==> config.mk <==
export PLATFORM = sky130hd
export DESIGN_NAME = mem_port_arbiter_flat
export DESIGN_NICKNAME = d
export VERILOG_FILES = /design/src/rtl/mem_port_arbiter_if.sv /design/src/rtl/mem_port_arbiter.sv /design/src/flat_wrapper.sv
export SDC_FILE = /design/constraint.sdc
export NUM_CORES = 1
export LEC_CHECK = 0
export CAP_MARGIN = 25
export CORE_AREA = 2 2 186 224
export CTS_CLUSTER_DIAMETER = 50
export DETAILED_ROUTE_END_ITERATION = 12
export DIE_AREA = 0 0 188 226
export GPL_ROUTABILITY_DRIVEN = 0
export SLEW_MARGIN = 40
export SYNTH_ARGS = -nofsm -noshare
export SYNTH_HDL_FRONTEND = slang
export SYNTH_SLANG_ARGS = --single-unit
==> constraint.sdc <==
create_clock -name clk -period 1.2 [get_ports clk]
set_input_delay 0.36 -clock clk [delete_from_list [all_inputs] [get_ports clk]]
set_output_delay 0.36 -clock clk [all_outputs]
set_load 0.01 [all_outputs]
==> src/rtl/mem_port_arbiter_if.sv <==
// Bus bundle between the arbiter, its two requesters (fetch F, data-load D)
// and the genrom read port.
// The slave modport is the arbiter's view; the master modport is the
// environment's view (requesters plus ROM).
interface mem_port_arbiter_if #(
    parameter int MEM_ADDR  = 4,
    parameter int MEM_EXTRA = 4
);
    localparam int DW = (2 ** MEM_EXTRA) * 8;

    // Fetch requester
    logic                 f_req;
    logic [MEM_ADDR:0]    f_addr;
    logic [MEM_EXTRA-1:0] f_extra;
    logic                 f_ack;
    logic [DW-1:0]        f_data;
    logic                 f_error;

    // Data-load requester
    logic                 d_req;
    logic [MEM_ADDR:0]    d_addr;
    logic [MEM_EXTRA-1:0] d_extra;
    logic                 d_ack;
    logic [DW-1:0]        d_data;
    logic                 d_error;

    // ROM read port
    logic [MEM_ADDR:0]    mem_addr;
    logic [MEM_EXTRA-1:0] mem_extra;
    logic [DW-1:0]        mem_data;
    logic                 mem_error;

    logic                 busy;

    modport slave (
        input  f_req, f_addr, f_extra,
        output f_ack, f_data, f_error,
        input  d_req, d_addr, d_extra,
        output d_ack, d_data, d_error,
        output mem_addr, mem_extra,
        input  mem_data, mem_error,
        output busy
    );

    modport master (
        output f_req, f_addr, f_extra,
        input  f_ack, f_data, f_error,
        output d_req, d_addr, d_extra,
        input  d_ack, d_data, d_error,
        input  mem_addr, mem_extra,
        output mem_data, mem_error,
        input  busy
    );
endinterface

==> src/rtl/mem_port_arbiter.sv <==
// Two-requester round-robin arbiter sharing one genrom read port between
// instruction fetch (F) and data load (D). One access takes four cycles:
// IDLE (grant) -> ISSUE (address at ROM) -> WAIT (capture) -> DONE (ack).
module mem_port_arbiter #(
    parameter int MEM_ADDR  = 4,
    parameter int MEM_EXTRA = 4
) (
    input  logic                clk,
    input  logic                reset,
    mem_port_arbiter_if.slave   bus
);
    localparam int DW = (2 ** MEM_EXTRA) * 8;

    typedef enum logic [1:0] {
        S_IDLE,
        S_ISSUE,
        S_WAIT,
        S_DONE
    } state_t;

    typedef enum logic {
        GRANT_F,
        GRANT_D
    } grant_t;

    state_t               state_q,     state_d;
    grant_t               sel_q,       sel_d;
    grant_t               last_q,      last_d;
    grant_t               win;
    logic [MEM_ADDR:0]    mem_addr_q,  mem_addr_d;
    logic [MEM_EXTRA-1:0] mem_extra_q, mem_extra_d;
    logic [DW-1:0]        f_data_q,    f_data_d;
    logic                 f_error_q,   f_error_d;
    logic [DW-1:0]        d_data_q,    d_data_d;
    logic                 d_error_q,   d_error_d;

    // Next-state logic: arbitrate in IDLE, step through the access, capture in WAIT.
    always_comb begin
        // NOTE: every variable gets its hold value first, so no path through
        // the case statement can leave one unassigned and infer a latch.
        state_d     = state_q;
        sel_d       = sel_q;
        last_d      = last_q;
        mem_addr_d  = mem_addr_q;
        mem_extra_d = mem_extra_q;
        f_data_d    = f_data_q;
        f_error_d   = f_error_q;
        d_data_d    = d_data_q;
        d_error_d   = d_error_q;
        win         = GRANT_F;

        case (state_q)
            S_IDLE: begin
                if (bus.f_req || bus.d_req) begin
                    // On a tie the requester that did not win last time goes next.
                    if (bus.f_req && bus.d_req) begin
                        win = (last_q == GRANT_F) ? GRANT_D : GRANT_F;
                    end else begin
                        win = bus.f_req ? GRANT_F : GRANT_D;
                    end
                    sel_d       = win;
                    last_d      = win;
                    mem_addr_d  = (win == GRANT_F) ? bus.f_addr  : bus.d_addr;
                    mem_extra_d = (win == GRANT_F) ? bus.f_extra : bus.d_extra;
                    state_d     = S_ISSUE;
                end
            end
            S_ISSUE: begin
                state_d = S_WAIT;
            end
            S_WAIT: begin
                // ROM output is valid now; only the selected requester's copy moves.
                if (sel_q == GRANT_F) begin
                    f_data_d  = bus.mem_data;
                    f_error_d = bus.mem_error;
                end else begin
                    d_data_d  = bus.mem_data;
                    d_error_d = bus.mem_error;
                end
                state_d = S_DONE;
            end
            S_DONE: begin
                state_d = S_IDLE;
            end
            default: begin
                state_d = S_IDLE;
            end
        endcase
    end

    // State and datapath registers with synchronous reset.
    always_ff @(posedge clk) begin
        // NOTE: non-blocking assignments so every flop samples the values
        // from before this edge, independent of statement order.
        if (reset) begin
            state_q     <= S_IDLE;
            sel_q       <= GRANT_F;
            last_q      <= GRANT_D;
            mem_addr_q  <= '0;
            mem_extra_q <= '0;
            f_data_q    <= '0;
            f_error_q   <= 1'b0;
            d_data_q    <= '0;
            d_error_q   <= 1'b0;
        end else begin
            state_q     <= state_d;
            sel_q       <= sel_d;
            last_q      <= last_d;
            mem_addr_q  <= mem_addr_d;
            mem_extra_q <= mem_extra_d;
            f_data_q    <= f_data_d;
            f_error_q   <= f_error_d;
            d_data_q    <= d_data_d;
            d_error_q   <= d_error_d;
        end
    end

    // Acks are decoded from DONE so they can never overlap and vanish on reset.
    assign bus.f_ack     = (state_q == S_DONE) && (sel_q == GRANT_F);
    assign bus.d_ack     = (state_q == S_DONE) && (sel_q == GRANT_D);
    assign bus.f_data    = f_data_q;
    assign bus.f_error   = f_error_q;
    assign bus.d_data    = d_data_q;
    assign bus.d_error   = d_error_q;
    assign bus.mem_addr  = mem_addr_q;
    assign bus.mem_extra = mem_extra_q;
    assign bus.busy      = (state_q != S_IDLE);

endmodule
==> src/flat_wrapper.sv <==
// flat-port wrapper written by rule: the top's interface ports become plain ports
module mem_port_arbiter_flat 
#(
    parameter int MEM_ADDR  = 4,
    parameter int MEM_EXTRA = 4
)
  (clk, reset, bus_f_req, bus_f_addr, bus_f_extra, bus_f_ack, bus_f_data, bus_f_error, bus_d_req, bus_d_addr, bus_d_extra, bus_d_ack, bus_d_data, bus_d_error, bus_mem_addr, bus_mem_extra, bus_mem_data, bus_mem_error, bus_busy);
  mem_port_arbiter_if #(.MEM_ADDR(MEM_ADDR), .MEM_EXTRA(MEM_EXTRA)) bus_i ();
  input  logic clk;
  input  logic reset;
  input wire logic [$bits(bus_i.f_req)-1:0] bus_f_req;
  input wire logic [$bits(bus_i.f_addr)-1:0] bus_f_addr;
  input wire logic [$bits(bus_i.f_extra)-1:0] bus_f_extra;
  output wire logic [$bits(bus_i.f_ack)-1:0] bus_f_ack;
  output wire logic [$bits(bus_i.f_data)-1:0] bus_f_data;
  output wire logic [$bits(bus_i.f_error)-1:0] bus_f_error;
  input wire logic [$bits(bus_i.d_req)-1:0] bus_d_req;
  input wire logic [$bits(bus_i.d_addr)-1:0] bus_d_addr;
  input wire logic [$bits(bus_i.d_extra)-1:0] bus_d_extra;
  output wire logic [$bits(bus_i.d_ack)-1:0] bus_d_ack;
  output wire logic [$bits(bus_i.d_data)-1:0] bus_d_data;
  output wire logic [$bits(bus_i.d_error)-1:0] bus_d_error;
  output wire logic [$bits(bus_i.mem_addr)-1:0] bus_mem_addr;
  output wire logic [$bits(bus_i.mem_extra)-1:0] bus_mem_extra;
  input wire logic [$bits(bus_i.mem_data)-1:0] bus_mem_data;
  input wire logic [$bits(bus_i.mem_error)-1:0] bus_mem_error;
  output wire logic [$bits(bus_i.busy)-1:0] bus_busy;
  assign bus_i.f_req = bus_f_req;
  assign bus_i.f_addr = bus_f_addr;
  assign bus_i.f_extra = bus_f_extra;
  assign bus_f_ack = bus_i.f_ack;
  assign bus_f_data = bus_i.f_data;
  assign bus_f_error = bus_i.f_error;
  assign bus_i.d_req = bus_d_req;
  assign bus_i.d_addr = bus_d_addr;
  assign bus_i.d_extra = bus_d_extra;
  assign bus_d_ack = bus_i.d_ack;
  assign bus_d_data = bus_i.d_data;
  assign bus_d_error = bus_i.d_error;
  assign bus_mem_addr = bus_i.mem_addr;
  assign bus_mem_extra = bus_i.mem_extra;
  assign bus_i.mem_data = bus_mem_data;
  assign bus_i.mem_error = bus_mem_error;
  assign bus_busy = bus_i.busy;
  mem_port_arbiter #(.MEM_ADDR(MEM_ADDR), .MEM_EXTRA(MEM_EXTRA)) u_core (.clk(clk), .reset(reset), .bus(bus_i));
endmodule
==> results of run 1 <==
[through the flow]
step / cells / setup WS [ns] / total power (µW) / utilization [%]
2_1_floorplan: 1200 / -0.04328 / 15170 / -
3_3_place_gp: 2157 / -0.5053 / 20490 / 37.34
3_5_place_dp: 2157 / -0.5573 / 20580 / 37.34
4_1_cts: 2241 / -0.4914 / 32690 / 42.84
5_1_grt: 2259 / -0.5231 / 36790 / 47.29
6_report: 2259 / -0.4683 / 35210 / 47.29
[power breakdown]
group | switching, µW | leakage, µW | total (µW) | internal, µW
clock network | 4160 | 0.000578 | 10600 | 6400
registers | 1170 | 0.00233 | 11700 | 10600
logic | 5950 | 0.00450 | 12900 | 6980
[cells in the final DEF, fill, tap and decap left out, types with 2 or more instances in the layout]
cell type          n
a21oi_1          111
a21oi_2          147
a311oi_1           9
and2_4             2
buf_12            41
buf_16             7
buf_4             51
buf_6            279
buf_8              8
clkbuf_1           4
clkbuf_16         51
clkbuf_8           7
clkdlybuf4s50_1  149
clkinv_2           4
clkinv_4           3
clkinvlp_4         2
dfxtp_1            2
dfxtp_2          267
dfxtp_4            2
ha_4               3
inv_4              2
inv_6              3
nand2_1          388
nand2_2           37
nand2_4           92
nand3_1            9
nor2_1            14
nor3_1             2
o21ai_0            9
[how the worst max path moves through the flow]
stage,from,to,slack [ns],depth (start not counted)
finish,u_core.state_q[1],u_core.bus.f_data[29],-0.47,9
global route,u_core.state_q[1],u_core.bus.f_data[44],-0.52,9
CTS,u_core.state_q[1],bus_d_ack,-0.49,3
detailed placement,bus_f_req,u_core.bus.mem_extra[0],-0.56,5
global placement,bus_f_req,u_core.bus.mem_addr[1],-0.51,5
floorplan,u_core.state_q[0],u_core.bus.f_data[107],-0.04,7
[area by class of cell]
type	instances	area, µm²
Fill cell	3642	21310
Timing Repair Buffer	549	6489
Sequential cell	271	5767
Multi-Input combinational cell	834	4997
Clock buffer	48	1049
Tap cell	539	674.4
Clock inverter	14	128.9
Inverter	4	20.02
[logic make-up (layout without fill, tap and decap cells)]
kind of cell | Yosys count | count (layout) | synth area share, %
buffers and inverters | 95 | 615 | 5.416
DFF | 271 | 271 | 56.86
muxes | 1 | 1 | 0.1049
and+or+nand+nor | 550 | 550 | 22.03
AOI/OAI and AO/OA | 279 | 279 | 15.07
adders and majority gates | 4 | 4 | 0.5245
[flip-flops by register name (all words and copies together) (netlist names)]
| name | flops |
|---|---|
| u_core.sel_q | 1 |
| u_core.bus.d_data | 128 |
| u_core.bus.d_error | 1 |
| u_core.bus.mem_extra | 4 |
| u_core.last_q | 1 |
| u_core.bus.mem_addr | 5 |
| u_core.bus.f_data | 128 |
| u_core.bus.f_error | 1 |
| u_core.state_q | 2 |
[critical path: stages (launching register included)]
cell,delay (ns)
dfxtp_4,0.36
buf_6,0.12
buf_6,0.11
ha_4,0.17
buf_12,0.12
nand2b_4,0.14
buf_12,0.19
clkbuf_16,0.18
nand2_1,0.07
a21oi_2,0.11
[routing by layer]
metal | track usage, % | up-vias
li1 | - | 4891
met1 | 18.52 | 4802
met2 | 27.89 | 377
met3 | 4.864 | 71
met4 | 6.680 | 0
met5 | 0 | -
[timing repair]
item,4_1_cts,5_1_grt
pin swaps,61,191
setup endpoints to repair,539,541
gates cloned,6,14
resized for setup,1674,387
buffers inserted,16,4
==> results by group, run 1 <==
Global routing
  – Number of global-route vias before repair: about 10k
  – GRT Util Overall: between 15 and 20%
  – Initial antenna violation count: 0
  – Global route total overflow: 0
  – Largest net degree at the start of global routing: 60
  – First-pass GRT wire length: ~54000 µm

Floorplanning
  – Initial Utilization: 23.60%
  – DIE AREA: between 40000 and 50000 µm²
  – Num ports: about 420
  – Die width: between 150 and 200 µm
  – Die Y: around 230 µm
  – Rows: just over 80
  – CORE AREA: between 40000 and 50000 µm²

STA
  – Hold Fails Final Rpt: 0
  – Unrepaired setup endpoints after global routing: true
  – Max-slew headroom: roughly 75%
  – Final worst setup slack: -0.4683 ns
  – Worst Tran Pin Value: 0.3721 ns
  – Top achievable clock speed: ~0.60 GHz
  – Setup_tns: -129.98 ns
  – Final setup viols: 541
  – Clock Skews: around 0.017 ns
  – Crit share post-route: 139.0%
  – Hold WS: about 0.12 ns
  – Fin crit period: between 1.5 and 2 ns
  – Slew Viols, Final: 0

Clock network
  – CTS clock-pin slew for the worst setup and hold paths: 0.06 ns
  – CTS Buf Count: 35
  – Htree depth: 2
  – Clk buf depth: 3
  – # clock sinks: approximately 270
  – Hold Buf Count CTS: 0
  – CTS tree: yes
  – Insertion delay to the later sink of the worst-skew pair: roughly 0.51 ns
  – CTS Root Cell: clkbuf_16

Drt
  – Initial DRC count: 333
  – Wire length per cell: roughly 17 µm
  – Total wire length: about 40000 µm
  – Remaining DRCs: 0
  – Met3 WL: 2822 µm
  – M1 wire length: between 15000 and 20000 µm
  – First-pass iteration count of the detailed router: 5
  – Antenna Nets Post-Route: 0
  – Met2 Wirelength: approximately 20000 µm
  – Via count: roughly 10k
  – Highest Signal Layer: met4
  – Post-DR vias/cell: roughly 4.5

Synth
  – Dominant cell type by area after synthesis: dfxtp_1
  – Synth Area per Inst: 7.951 µm²
  – Unique cell type count in the Yosys netlist: 25
  – Synth Net Count: around 1.4k
  – Post-synth top area share: between 50 and 60%
  – Asr flop ratio synth: 0%
  – Synth top cells by count: nand2_1 (517), dfxtp_1 (271), a21oi_1 (258)
  – Seq/Total Area, Yosys: between 50 and 60%
  – Primary FF master, synth: dfxtp_1
  – Ys Warns: 0
  – Post-Synthesis Cell Area: around 9500 µm²
  – Post-synthesis register bit count: approximately 270
  – Ranking of synthesized cells by area: dfxtp_1 (57%), nand2_1 (20%), a21oi_1 (14%)
  – Syn Inst Count: roughly 1.2k
  – Count leader, synth: nand2_1
  – Number of enable flip-flop cells after synthesis: 0

Worst setup path
  – FF-to-FF Start: u_core.state_q[1]
  – Critical Path RT: 1.63 ns
  – R2R cell count: 9
  – Critical path endpoint category: register
  – Worst-path fanout max: 9
  – Worst setup SP type: register
  – RR Endpoint: u_core.bus.f_data[29]
  – Crit path DAT: between 2 and 2.5 ns
  – Crit path kind: register to register
  – Reg2reg setup slack: -0.47 ns

Flow run
  – Max-cap violations: 0

Placement
  – Area post-placement: 15100 µm²
  – IO buf count: 420
  – Detailed placer's ending HPWL: between 20000 and 30000 µm

Pwr
  – VDD IR max: between 0.9 and 1 mV
  – Pleak: between 0.007 and 0.008 µW
  – PwrDens: between 1500 and 2000 nW/µm²

Hold path
  – Hold path start: reset
  – Worst Hold End: u_core.bus.f_data[113]
  – Hold Path Cell Cnt: 2
  – Hold crit path type: input port to register

Run status
  – Status: finished, violations left
  – Failing checks: setup timing

Final layout
  – Antenna Diode Count: 0
  – Layout cells sized above 1: between 50% and 60%
  – Design Area, Final: approximately 19000 µm²
  – Syn-to-layout area delta: 100.4%
  – Layout Nets: 1850
No activity file was read; power rests on OpenSTA's default activity.
==> inputs of run 2 (changes only) <==
- PLACE_DENSITY_LB_ADDON: default -> 0.2
- SLEW_MARGIN: 40 -> 0
==> run 2 against run 1 <==
The run still ends with setup timing left; critical path depth is the same; utilization fell by 2.2 points; global-route usage grew 0.23 points; count of clock-buffer cells in the layout rose by 2; first-iteration DRC count fell by 4.5%; sequential power hardly changed; non-clock buffer count grew 10; hold slack improved by 0.22 ns; highest routed layer unchanged.
==> results by group, run 2 (synthesis results as in run 1) <==
Clock network
  – Insertion delay to the later sink of the worst-skew pair: 0.52 ns (was 0.51 ns)
  – # clock sinks: 271 (unchanged)
  – CTS clock-pin slew for the worst setup and hold paths: 0.05 ns (was 0.06 ns)
  – CTS tree: yes (unchanged)
  – CTS Root Cell: clkbuf_16 (unchanged)
  – CTS Buf Count: 36 (was 35)
  – Htree depth: 2 (unchanged)
  – Clk buf depth: 3 (unchanged)

Final layout
  – Utilization after layout: 45.08% (was 47.29%)
  – Most common cell after layout, fill and taps aside: nand2_1 (unchanged)
  – Syn-to-layout area delta: 91.03% (was 100.4%)
  – Layout Nets: 1861 (was 1850)
  – Layout cells sized above 1: 50.55% (was 59.01%)
  – Layout fillers: 3873 (was 3642)
  – Commonest non-fill, non-tap cells in the layout: nand2_1 (479), buf_6 (287), dfxtp_2 (266) (was nand2_1 (388), buf_6 (279), dfxtp_2 (267))

Pwr
  – Seq pwr share: 33.9% (was 33.3%)
  – Switching part of the total: 30.42% (was 32.04%)
  – Combinational Power Share: 34.9% (was 36.7%)
  – Clock power frac: 31.3% (was 30.0%)
  – PwrDens: 1859 nW/µm² (was 1841 nW/µm²)
  – VDD IR max: 1.068 mV (was 0.9978 mV)
  – P_sw: 10310 µW (was 11280 µW)
  – Int Power: 23580 µW (was 23930 µW)
  – Pleak: 0.007059 µW (was 0.007401 µW)

STA
  – Max-slew headroom: 78.27% (was 75.19%)
  – Fin crit period: 1.683 ns (was 1.668 ns)
  – Slew Viols, Final: 0 (unchanged)
  – Final setup viols: 541 (unchanged)
  – Worst Tran Pin Value: 0.3249 ns (was 0.3721 ns)
  – Top achievable clock speed: 0.5942 GHz (was 0.5994 GHz)
  – Unrepaired setup endpoints after global routing: true (unchanged)
  – Hold Fails Final Rpt: 0 (unchanged)
  – Hold WS: 0.3440 ns (was 0.1206 ns)
  – Clock Skews: 0.01656 ns (was 0.01670 ns)
  – Final worst setup slack: -0.4830 ns (was -0.4683 ns)
  – Setup_tns: -132.20 ns (was -129.98 ns)
  – Crit share post-route: 140.2% (was 139.0%)

Worst setup path
  – Critical path endpoint category: register (unchanged)
  – Worst setup SP type: register (unchanged)
  – Critical Path RT: 1.59 ns (was 1.63 ns)
  – Crit path DAT: 2.07 ns (was 2.10 ns)
  – CP cell instances: buf_6 -> buf_4 -> ha_4 -> and2_4 -> buf_12 -> buf_12 -> clkbuf_16 -> nand2_1 -> a21oi_1 (was buf_6 -> buf_6 -> ha_4 -> buf_12 -> nand2b_4 -> buf_12 -> clkbuf_16 -> nand2_1 -> a21oi_2)
  – Reg2reg setup slack: -0.48 ns (was -0.47 ns)
  – Worst-path fanout max: 6 (was 9)
  – Crit path top cell by count: buf_12
  – Slowest cell on crit path: dfxtp_4 (unchanged)
  – Crit path kind: register to register (unchanged)
  – Crit path largest cell delay: 0.35 ns (was 0.36 ns)

Run status
  – Status: finished, violations left (unchanged)
  – Failing checks: setup timing (unchanged)

Floorplanning
  – DIE AREA: 42490 µm² (unchanged)
  – Num ports: 421 (unchanged)
  – Initial Utilization: 23.60% (unchanged)
  – Die width: 188 µm (unchanged)
  – Rows: 81 (unchanged)
  – Die Y: 226 µm (unchanged)
  – CORE AREA: 40440 µm² (unchanged)

Global routing
  – First-pass GRT wire length: 54800 µm (was 54170 µm)
  – GRT Util Overall: 16.37% (was 16.13%)
  – Initial antenna violation count: 2 (was 0)
  – Number of global-route vias before repair: 9741 (was 9782)
  – Largest net degree at the start of global routing: 59 (was 60)
  – Global route total overflow: 0 (unchanged)

Hold path
  – Hold crit path type: input port to register (unchanged)

Drt
  – Wire length per cell: 16.70 µm (was 17.36 µm)
  – Antenna Nets Post-Route: 0 (unchanged)
  – Post-DR vias/cell: 4.397 (was 4.489)
  – Initial DRC count: 318 (was 333)
  – First-pass iteration count of the detailed router: 5 (unchanged)
  – Total wire length: 37950 µm (was 39210 µm)
  – Remaining DRCs: 0 (unchanged)
  – Via count: 9990 (was 10.14k)

Flow run
  – Max-cap violations: 0 (unchanged)

Placement
  – Detailed placer's ending HPWL: 25330 µm (about the same)
  – IO buf count: 420 (unchanged)
  – Dpl ws: -0.5878 ns (was -0.5573 ns)
[run 2: cell count changes in the layout (fill, tap and decap cells not counted), moves of 18 or more]
cell / delta
nand2_4: -74
buf_4: +19
nand2_1: +91
a21oi_2: -74
a21oi_1: +74
nand2_2: -18
[run 2: power groups by stage]
stage                     sequential [µW]  combinational (µW)  clock, µW
after global routing                11600               12700      11200
after floorplan                     11700                3510          0
after global placement              11100                9670          0
after CTS                           11500               10500      10900
final                               11500               11800      10600
after detailed placement            11100                9690          0
[run 2: area by class of cell]
type / instances / area [µm²] / area share (%)
Tap cell: 539 / 674.4 / 3.700
Antenna cell: 2 / 5.005 / 0.02746
Clock buffer: 50 / 1045 / 5.732
Sequential cell: 271 / 5769 / 31.65
Timing Repair Buffer: 559 / 6341 / 34.79
Inverter: 4 / 22.52 / 0.1236
Multi-Input combinational cell: 834 / 4237 / 23.24
Clock inverter: 13 / 133.9 / 0.7345
[run 2: worst max-delay path, delay by kind of cell (launching register included)]
family	cells	cell delay [ns]
buffers and inverters	5	0.70
DFF	1	0.35
and+or+nand+nor	2	0.26
adders and majority gates	1	0.19
AOI/OAI and AO/OA	1	0.05
[run 2: what timing repair did]
| item | CTS | global route |
|---|---|---|
| hold endpoints to repair | 0 | 0 |
| hold buffers | 0 | 0 |
| gates resized for setup | 1684 | 161 |
| pin swaps | 4 | 42 |
| endpoints found under the setup margin | 541 | 541 |
| buffers inserted | 10 | 32 |
| gates cloned | 3 | 9 |
[run 2: final timing paths]
check,to,start,cells after the start
max,u_core.bus.d_data[124],u_core.state_q[1],9
min,u_core.bus.d_data[111],reset,3
max reg2reg,u_core.bus.d_data[124],u_core.state_q[1],9
min reg2reg,u_core.bus.f_data[98],u_core.bus.f_data[98],2
[run 2: metal layers]
layer  global-route usage (%)  part of all wire, %  vias up
met5                        0                    0        -
met4                    7.036                  3.7        0
met3                    5.890                  8.0       78
met2                    28.03                   49      355
met1                    18.31                   39     4648
li1                         -                    -     4909
[run 2: per-stage QoR]
stage	area, µm²	total power [µW]	instances
after global routing	18230	35570	2272
after detailed placement	15030	20800	2155
after CTS	17180	32830	2231
final	18230	33890	2272
after global placement	15030	20740	2155
after floorplan	9709	15170	1200
